<file path="src/rtl/counter_3_bit_monitor_if.sv">
// counter_3_bit_monitor_if: count bus from the counter plus the monitor's status outputs
interface counter_3_bit_monitor_if #(
  parameter int CNT_W  = 3,
  parameter int WRAP_W = 8,
  parameter int ERR_W  = 8
);
  logic [CNT_W-1:0]  count;
  logic              locked;
  logic              wrap_pulse;
  logic [WRAP_W-1:0] wrap_cnt;
  logic              step_err;
  logic [ERR_W-1:0]  err_cnt;
  logic              err_sticky;
  modport master (output count, input locked, wrap_pulse, wrap_cnt, step_err, err_cnt, err_sticky);
  modport slave  (input count, output locked, wrap_pulse, wrap_cnt, step_err, err_cnt, err_sticky);
endinterface

</file>
<file path="src/rtl/counter_3_bit_monitor.sv">
// counter_3_bit_monitor: checks a free-running count bus steps by +1 and reports wraps, errors and lock
module counter_3_bit_monitor #(
  parameter int CNT_W  = 3,
  parameter int WRAP_W = 8,
  parameter int ERR_W  = 8,
  parameter int LOCK_N = 4
) (
  input logic clk,
  input logic reset,
  counter_3_bit_monitor_if.slave bus
);
  typedef enum logic [1:0] {IDLE, ACQ, TRACK} state_t;
  state_t state;
  logic [CNT_W-1:0] prev;
  logic [3:0] good_run;
  logic legal, wrap;
  always_comb begin
    legal = bus.count == CNT_W'(prev + 1'b1);
    wrap  = legal && (&prev);
  end
  always_ff @(posedge clk) begin
    if (reset) begin
      state          <= IDLE;
      prev           <= '0;
      good_run       <= '0;
      bus.locked     <= 1'b0;
      bus.wrap_pulse <= 1'b0;
      bus.wrap_cnt   <= '0;
      bus.step_err   <= 1'b0;
      bus.err_cnt    <= '0;
      bus.err_sticky <= 1'b0;
    end else begin
      prev           <= bus.count;
      bus.wrap_pulse <= 1'b0;
      bus.step_err   <= 1'b0;
      if (state == IDLE) begin
        good_run <= '0;
        state    <= ACQ;
      end else if (legal) begin
        bus.wrap_pulse <= wrap;
        if (wrap && !(&bus.wrap_cnt)) bus.wrap_cnt <= bus.wrap_cnt + 1'b1;
        if (state == ACQ) begin
          good_run <= good_run + 4'd1;
          if (good_run + 4'd1 == 4'(LOCK_N)) begin
            state      <= TRACK;
            bus.locked <= 1'b1;
          end
        end
      end else begin
        // prev already resyncs to the bad sample, so only this one step is flagged
        bus.step_err   <= 1'b1;
        bus.err_sticky <= 1'b1;
        if (!(&bus.err_cnt)) bus.err_cnt <= bus.err_cnt + 1'b1;
        good_run       <= '0;
        bus.locked     <= 1'b0;
        state          <= ACQ;
      end
    end
  end
endmodule

</file>
<file path="src/flat_wrapper.sv">
// flat-port wrapper written by rule: the top's interface ports become plain ports
module counter_3_bit_monitor_flat 
#(
  parameter int CNT_W  = 3,
  parameter int WRAP_W = 8,
  parameter int ERR_W  = 8,
  parameter int LOCK_N = 4
)
  (clk, reset, bus_count, bus_locked, bus_wrap_pulse, bus_wrap_cnt, bus_step_err, bus_err_cnt, bus_err_sticky);
  counter_3_bit_monitor_if #(.CNT_W(CNT_W), .WRAP_W(WRAP_W), .ERR_W(ERR_W)) bus_i ();
  input logic clk;
  input logic reset;
  input wire logic [$bits(bus_i.count)-1:0] bus_count;
  output wire logic [$bits(bus_i.locked)-1:0] bus_locked;
  output wire logic [$bits(bus_i.wrap_pulse)-1:0] bus_wrap_pulse;
  output wire logic [$bits(bus_i.wrap_cnt)-1:0] bus_wrap_cnt;
  output wire logic [$bits(bus_i.step_err)-1:0] bus_step_err;
  output wire logic [$bits(bus_i.err_cnt)-1:0] bus_err_cnt;
  output wire logic [$bits(bus_i.err_sticky)-1:0] bus_err_sticky;
  assign bus_i.count = bus_count;
  assign bus_locked = bus_i.locked;
  assign bus_wrap_pulse = bus_i.wrap_pulse;
  assign bus_wrap_cnt = bus_i.wrap_cnt;
  assign bus_step_err = bus_i.step_err;
  assign bus_err_cnt = bus_i.err_cnt;
  assign bus_err_sticky = bus_i.err_sticky;
  counter_3_bit_monitor #(.CNT_W(CNT_W), .WRAP_W(WRAP_W), .ERR_W(ERR_W), .LOCK_N(LOCK_N)) u_core (.clk(clk), .reset(reset), .bus(bus_i));
endmodule
</file>
<file path="config.mk">
export PLATFORM = sky130hd
export DESIGN_NAME = counter_3_bit_monitor_flat
export DESIGN_NICKNAME = d
export VERILOG_FILES = /design/src/rtl/counter_3_bit_monitor_if.sv /design/src/rtl/counter_3_bit_monitor.sv /design/src/flat_wrapper.sv
export SDC_FILE = /design/constraint.sdc
export NUM_CORES = 1
export LEC_CHECK = 0
export BUFFER_PORTS_ARGS = -buffer_cell sky130_fd_sc_hd__buf_2
export CAP_MARGIN = 20
export CORE_ASPECT_RATIO = 2
export CORE_MARGIN = 4
export CORE_UTILIZATION = 41
export CTS_CLUSTER_SIZE = 30
export DETAILED_ROUTE_END_ITERATION = 10
export SLEW_MARGIN = 10
export SYNTH_ARGS = -nofsm -noshare
export SYNTH_HDL_FRONTEND = slang
export SYNTH_SLANG_ARGS = --single-unit
</file>
<file path="constraint.sdc">
create_clock -name clk -period 2.1 [get_ports clk]
set_input_delay 0.105 -clock clk [delete_from_list [all_inputs] [get_ports clk]]
set_output_delay 0.105 -clock clk [all_outputs]
set_load 0.005 [all_outputs]
</file>
### After elaboration in Yosys (flattened, before gate mapping)

Index checks and enable logic that the tools add are counted.
Widths: inputs -> output; s select.

* register bits: 29
* bits of input ports: 5
* logic and storage cells: 47

* $add $sub $neg: 4
* eq/ne operators: 7
* muxes and demuxes: 8
* bitwise gates (word level): 3
* reduce and logical (&&, ||, !) cells: 15

Operator list (count)
* $add 8x1->8 const B: 2
* $reduce_and 8->1: 2
* $reduce_and 3->1: 4
* $mux 1: 8
* $ne 3x3->1 const B: 2
* $reduce_and 2->1: 3
* $add 4x1->4 const B: 1
* $eq 4x3->1 const B: 1
* $ne 2x2->1 const B: 2
* $add 3x1->3 const B: 1
* $eq 3x3->1: 1
* $not 1->1: 3
* $reduce_or 3->1: 1
* $eq 2x1->1 const B: 1
* $logic_and 1x1->1: 2
* $logic_not 2->1: 1
* $reduce_or 2->1: 1
* $logic_not 1->1: 1

### Longest topological paths before layout

* word-level depth: 6
* gate-level depth with buffers: 8

### Worst setup path before layout

No wires, ideal clock.

* path type: reg-to-reg
* start: register u_core.prev[0]
* end: register u_core.bus.wrap_cnt[2]
* setup time: 0.070 ns
* data arrival time: 2.160 ns
* required time: 2.030 ns
* path slack: -0.130 ns
* cell stages (with the launch flop): 8
* buffers on the path: 1
* clock period less this slack: 2.230 ns
* path through: dfxtp_1 > ha_1 > ha_1 > xor2_1 > or4_1 > buf_2 > or4_1 > a21oi_1

* longest elaborated chain between the ends: 5

Ends and longest elaborated chain
* start, declared: line counter_3_bit_monitor.sv:14 `logic [CNT_W-1:0] prev;`
* start signal, assigned: line counter_3_bit_monitor.sv:33 `prev <= bus.count;`
* $add 3x1->3: line counter_3_bit_monitor.sv:18 `legal = bus.count == CNT_W'(prev + 1'b1);`
* $eq 3x3->1: line counter_3_bit_monitor.sv:18
* $logic_and 1x1->1: line counter_3_bit_monitor.sv:19 `wrap = legal && (&prev);`
* $logic_and 1x1->1: line counter_3_bit_monitor.sv:41 `if (wrap && !(&bus.wrap_cnt)) bus.wrap_cnt <= bus.wrap_cnt + 1'b1;`
* $reduce_and 3->1 (no line) (*)
* end signal, assigned: line counter_3_bit_monitor.sv:41
* end, declared: line counter_3_bit_monitor_if.sv:15 `modport slave (input count, output locked, wrap_pulse, wrap_cnt, step_err, err_cnt, err_sticky);`

Mark *: on every way between the ends. The rest lies on a longest branch, timed or not.
A chain may end at the register's enable or synchronous reset.

### Final worst setup path

* start: register u_core.prev[0]
* end: register u_core.bus.wrap_cnt[7]

The elaborated chain is that of the path after synthesis.

==> flow_results.org <==
** Layout
- Commonest non-fill, non-tap cell in the layout :: sky130_fd_sc_hd__dfxtp_1
- Relative to the synthesized area, the layout overhead comes to 31.82%.
- The top cell types in the final layout, fill and taps aside, are sky130_fd_sc_hd__dfxtp_1 (27), sky130_fd_sc_hd__buf_2 (25), sky130_fd_sc_hd__nor2_1 (20), sky130_fd_sc_hd__a21oi_1 (9), sky130_fd_sc_hd__buf_4 (9).
- Net total in the final layout :: 196
- Once layout is complete, the utilization of the core stands at 0.5781.
- Final cell count without fillers :: 217
- Number of antenna repair diodes :: 0
- In the final layout, the share of cells above drive strength 1 is 0.3262.
- Design Area, Final :: 1742 um2

** Timing
- Endpoints failing setup :: 2
- Highest attainable clock frequency :: 459.7 MHz
- Total negative setup slack :: -0.1127 ns
- Final clock skew :: 0.004444 ns
- Measured against its own limit, the worst slew margin works out to 0.4660.
- Final Cycle Share :: 1.036
- Hold Violations, Final :: 0
- Setup repair after global routing could not meet its margin everywhere.
- After layout, the worst setup slack is -0.07544 ns.
- Slew at the pin closest to its max-slew limit :: 0.7981 ns
- Final critical-path required period :: 2.175 ns
- The number of pins exceeding their max-slew limit in the final report is 0.

** Floorplanning
- In this run the core area contains 28 standard-cell rows.
- The initial utilization of the core area, before any placement, comes to 0.4385.
- Ports :: 25
- Total core area :: 3013 um2
- Die ar. :: 4250 um2
- Chip Width :: 48.14 um
- Height of the die :: 88.28 um

** Place
- Cell count after placement :: 205
- The congestion estimate from routability-driven global placement came to 0.7796.
- Cell Area, Placed :: 1544 um2
- Detailed placement finished with a half-perimeter wire length of 2224 um.
- The count of buffers added on input and output ports is 24.

** Routing
- For this run, the detailed router's first-pass iteration total came to 6.
- Detailed Route WL :: 3169 um
- In the final routed layout, each cell accounts on average for 14.60 um.
- In the routed design, unresolved DRC markers number 0.
- Dividing the detail-routed via count by the number of cells gives 5.760.
- Count of antenna-violating nets left after detailed routing :: 0
- The routed layout has 1250 vias.
- In this run, the number of DRC markers left after iteration 0 of detailed routing was 22.

** Worst setup path
- STA classifies the critical path endpoint as a flop.
- Reg2reg setup slack :: -0.08 ns
- Data on the critical path is required at its endpoint by 2.31 ns.
- The critical path is of the reg2reg type.
- Capture point of the worst reg-to-reg path :: u_core.bus.wrap_cnt[7]
- Worst-path fanout max :: 6
- Kind of start point of the critical path :: flop
- Reg-to-reg startpoint :: u_core.prev[0]
- Worst Path Arrival :: 2.39 ns
- Number of cells on the worst reg-to-reg path :: 7

** Yosys
- Synth cell types :: 31
- Number of synthesis warnings :: 0
- Synth Instances :: 149
- Share of synthesized area occupied by flip-flops and latches :: 0.4394
- A synthesized cell averages 8.868 um2.
- Synth Cell Area :: 1321 um2
- The number of nets in the synthesized netlist is 159.
- Number of register bits inferred by synthesis :: 29

** Clocking
- Number of sinks on the clock net :: 29
- The H-tree was split into 2 levels.
- TritonCTS built the clock tree.
- The cell sitting at the root of the clock tree is a sky130_fd_sc_hd__clkbuf_8.
- Worst-case clock buffer depth :: 2
- CTS clk-pin slew, worst paths :: 0.06 ns
- In this run, CTS created clock tree buffers numbering 5.
- Skew-Pair Late Insertion Delay :: 0.28 ns

** Global routing
- Across every metal layer, demand over resource in global routing totals 0.1709.
- Overflow left after global routing :: 0
- Initial antenna violation count :: 0
- Wire length of the first global-routing pass :: 5264 um
- The number of global-route vias before repair is 1185.
- Entering global routing, the biggest net connects 25 pins.

** Power
- The worst-case IR drop observed on VDD is 635.8 uV.
- Power after layout :: 1.185 mW
- For this design the static power due to leakage is 0.6817 nW.
- Total power density per cell area :: 680.4 nW/um2

** Min path
- For hold timing, the worst endpoint is u_core.prev[0].
- Min-Delay Path Depth :: 2
- The worst hold path belongs to the class in2reg.
- Launch instance of the worst min-delay path :: bus_count[0]

** Run
- Max-capacitance violation count :: 0

** Run status
- The checks that failed: negative setup slack.
- Status :: finished with violations
==> registers in the layout (all words and copies together), names as in the netlist <==
signal                 count
u_core.bus.err_cnt         8
u_core.bus.wrap_cnt        8
u_core.good_run            4
u_core.prev                3
u_core.state               2
u_core.bus.err_sticky      1
u_core.bus.locked          1
u_core.bus.step_err        1
u_core.bus.wrap_pulse      1
==> timing repair <==
action                                  CTS  global route
pin swaps                                 5             6
gates cloned                              1             0
setup buffers                             2             1
hold buffers                              0             0
gates resized for setup                   6             9
endpoints found under the setup margin    6            14
==> report_power, final <==
group / total [mW] / internal (mW) / switching (mW)
registers: 0.572 / 0.562 / 0.00992
logic: 0.112 / 0.0547 / 0.0575
clock network: 0.501 / 0.296 / 0.205
==> worst max path at each step <==
stage / start / end / cells past startpoint
2_1_floorplan: u_core.prev[0] / u_core.bus.wrap_cnt[2] / 7
5_1_grt: u_core.prev[0] / u_core.bus.wrap_cnt[2] / 7
3_3_place_gp: u_core.prev[1] / u_core.bus.wrap_cnt[2] / 7
6_report: u_core.prev[0] / u_core.bus.wrap_cnt[7] / 7
3_5_place_dp: u_core.prev[1] / u_core.bus.wrap_cnt[7] / 7
4_1_cts: u_core.prev[0] / u_core.bus.wrap_cnt[7] / 7
==> cell usage after synthesis (all sizes together) <==
| cell type | instances | area, um2 |
|---|---|---|
| or4 | 7 | 52.55 |
| o32ai | 1 | 8.760 |
| or3 | 3 | 18.77 |
| dfxtp | 29 | 580.6 |
| nand3 | 6 | 30.03 |
| mux2i | 3 | 30.03 |
| nand3b | 1 | 7.510 |
| a21oi | 11 | 55.05 |
| o32a | 1 | 10.01 |
| clkbuf | 3 | 11.26 |
| o21ai | 5 | 25.02 |
| and2 | 1 | 6.260 |
| nor4 | 2 | 12.51 |
| and4 | 1 | 8.760 |
| nand4 | 4 | 25.02 |
| nand2b | 1 | 6.260 |
| xor2 | 4 | 35.03 |
| a311oi | 1 | 8.760 |
| or2 | 1 | 6.260 |
| xnor2 | 2 | 17.52 |
| nor2 | 20 | 75.07 |
| buf | 2 | 10.01 |
| ha | 5 | 62.56 |
| o41a | 1 | 11.26 |
| o31ai | 8 | 60.06 |
| inv | 4 | 15.01 |
| mux2 | 3 | 33.78 |
| nor3 | 2 | 10.01 |
| o211ai | 1 | 7.510 |
| nand2 | 8 | 30.03 |
| nor2b | 8 | 50.05 |
==> cell type report <==
type / instances / area [um2]
fill: 290 / 1271
multi-input combinational: 111 / 800.8
sequential: 29 / 583.1
timing repair buffer: 35 / 203.9
clock buffer: 7 / 96.34
tap: 30 / 37.54
inverter: 4 / 15.01
clock inverter: 1 / 5.005
==> stage by stage <==
stage / hold slack (ns) / worst slack, ns
6_report: 0.07777 / -0.07544
5_1_grt: 0.07355 / -0.1199
4_1_cts: 0.07494 / -0.05818
3_5_place_dp: 0.3667 / -0.1229
3_3_place_gp: 0.3436 / -0.04678
2_1_floorplan: 0.2330 / 0.0006710
==> metal layers <==
layer  track usage  vias up  share of wire
met1        0.1800      596           0.36
met3       0.03666        5          0.046
met4       0.07353        0          0.019
li1              -      614              -
met2        0.3024       35           0.58
met5             0        -              0
==> critical path: stages, from the launching register on <==
cell and delay [ns]:
sky130_fd_sc_hd__dfxtp_2 0.33, sky130_fd_sc_hd__ha_4 0.16, sky130_fd_sc_hd__ha_4 0.21, sky130_fd_sc_hd__xor2_2 0.14
sky130_fd_sc_hd__or4_4 0.43, sky130_fd_sc_hd__buf_6 0.15, sky130_fd_sc_hd__or4_4 0.53, sky130_fd_sc_hd__a21oi_2 0.15
==> logic make-up after synthesis <==
kind of cell	synth area share
and+or+nand+nor	0.2566
AOI/OAI and AO/OA	0.1411
DFF	0.4394
buffers and inverters	0.02746
xor gates and xnor gates	0.03977
muxes	0.04829
adders and majority gates	0.04735
No activity file was read; power rests on OpenSTA's default activity.
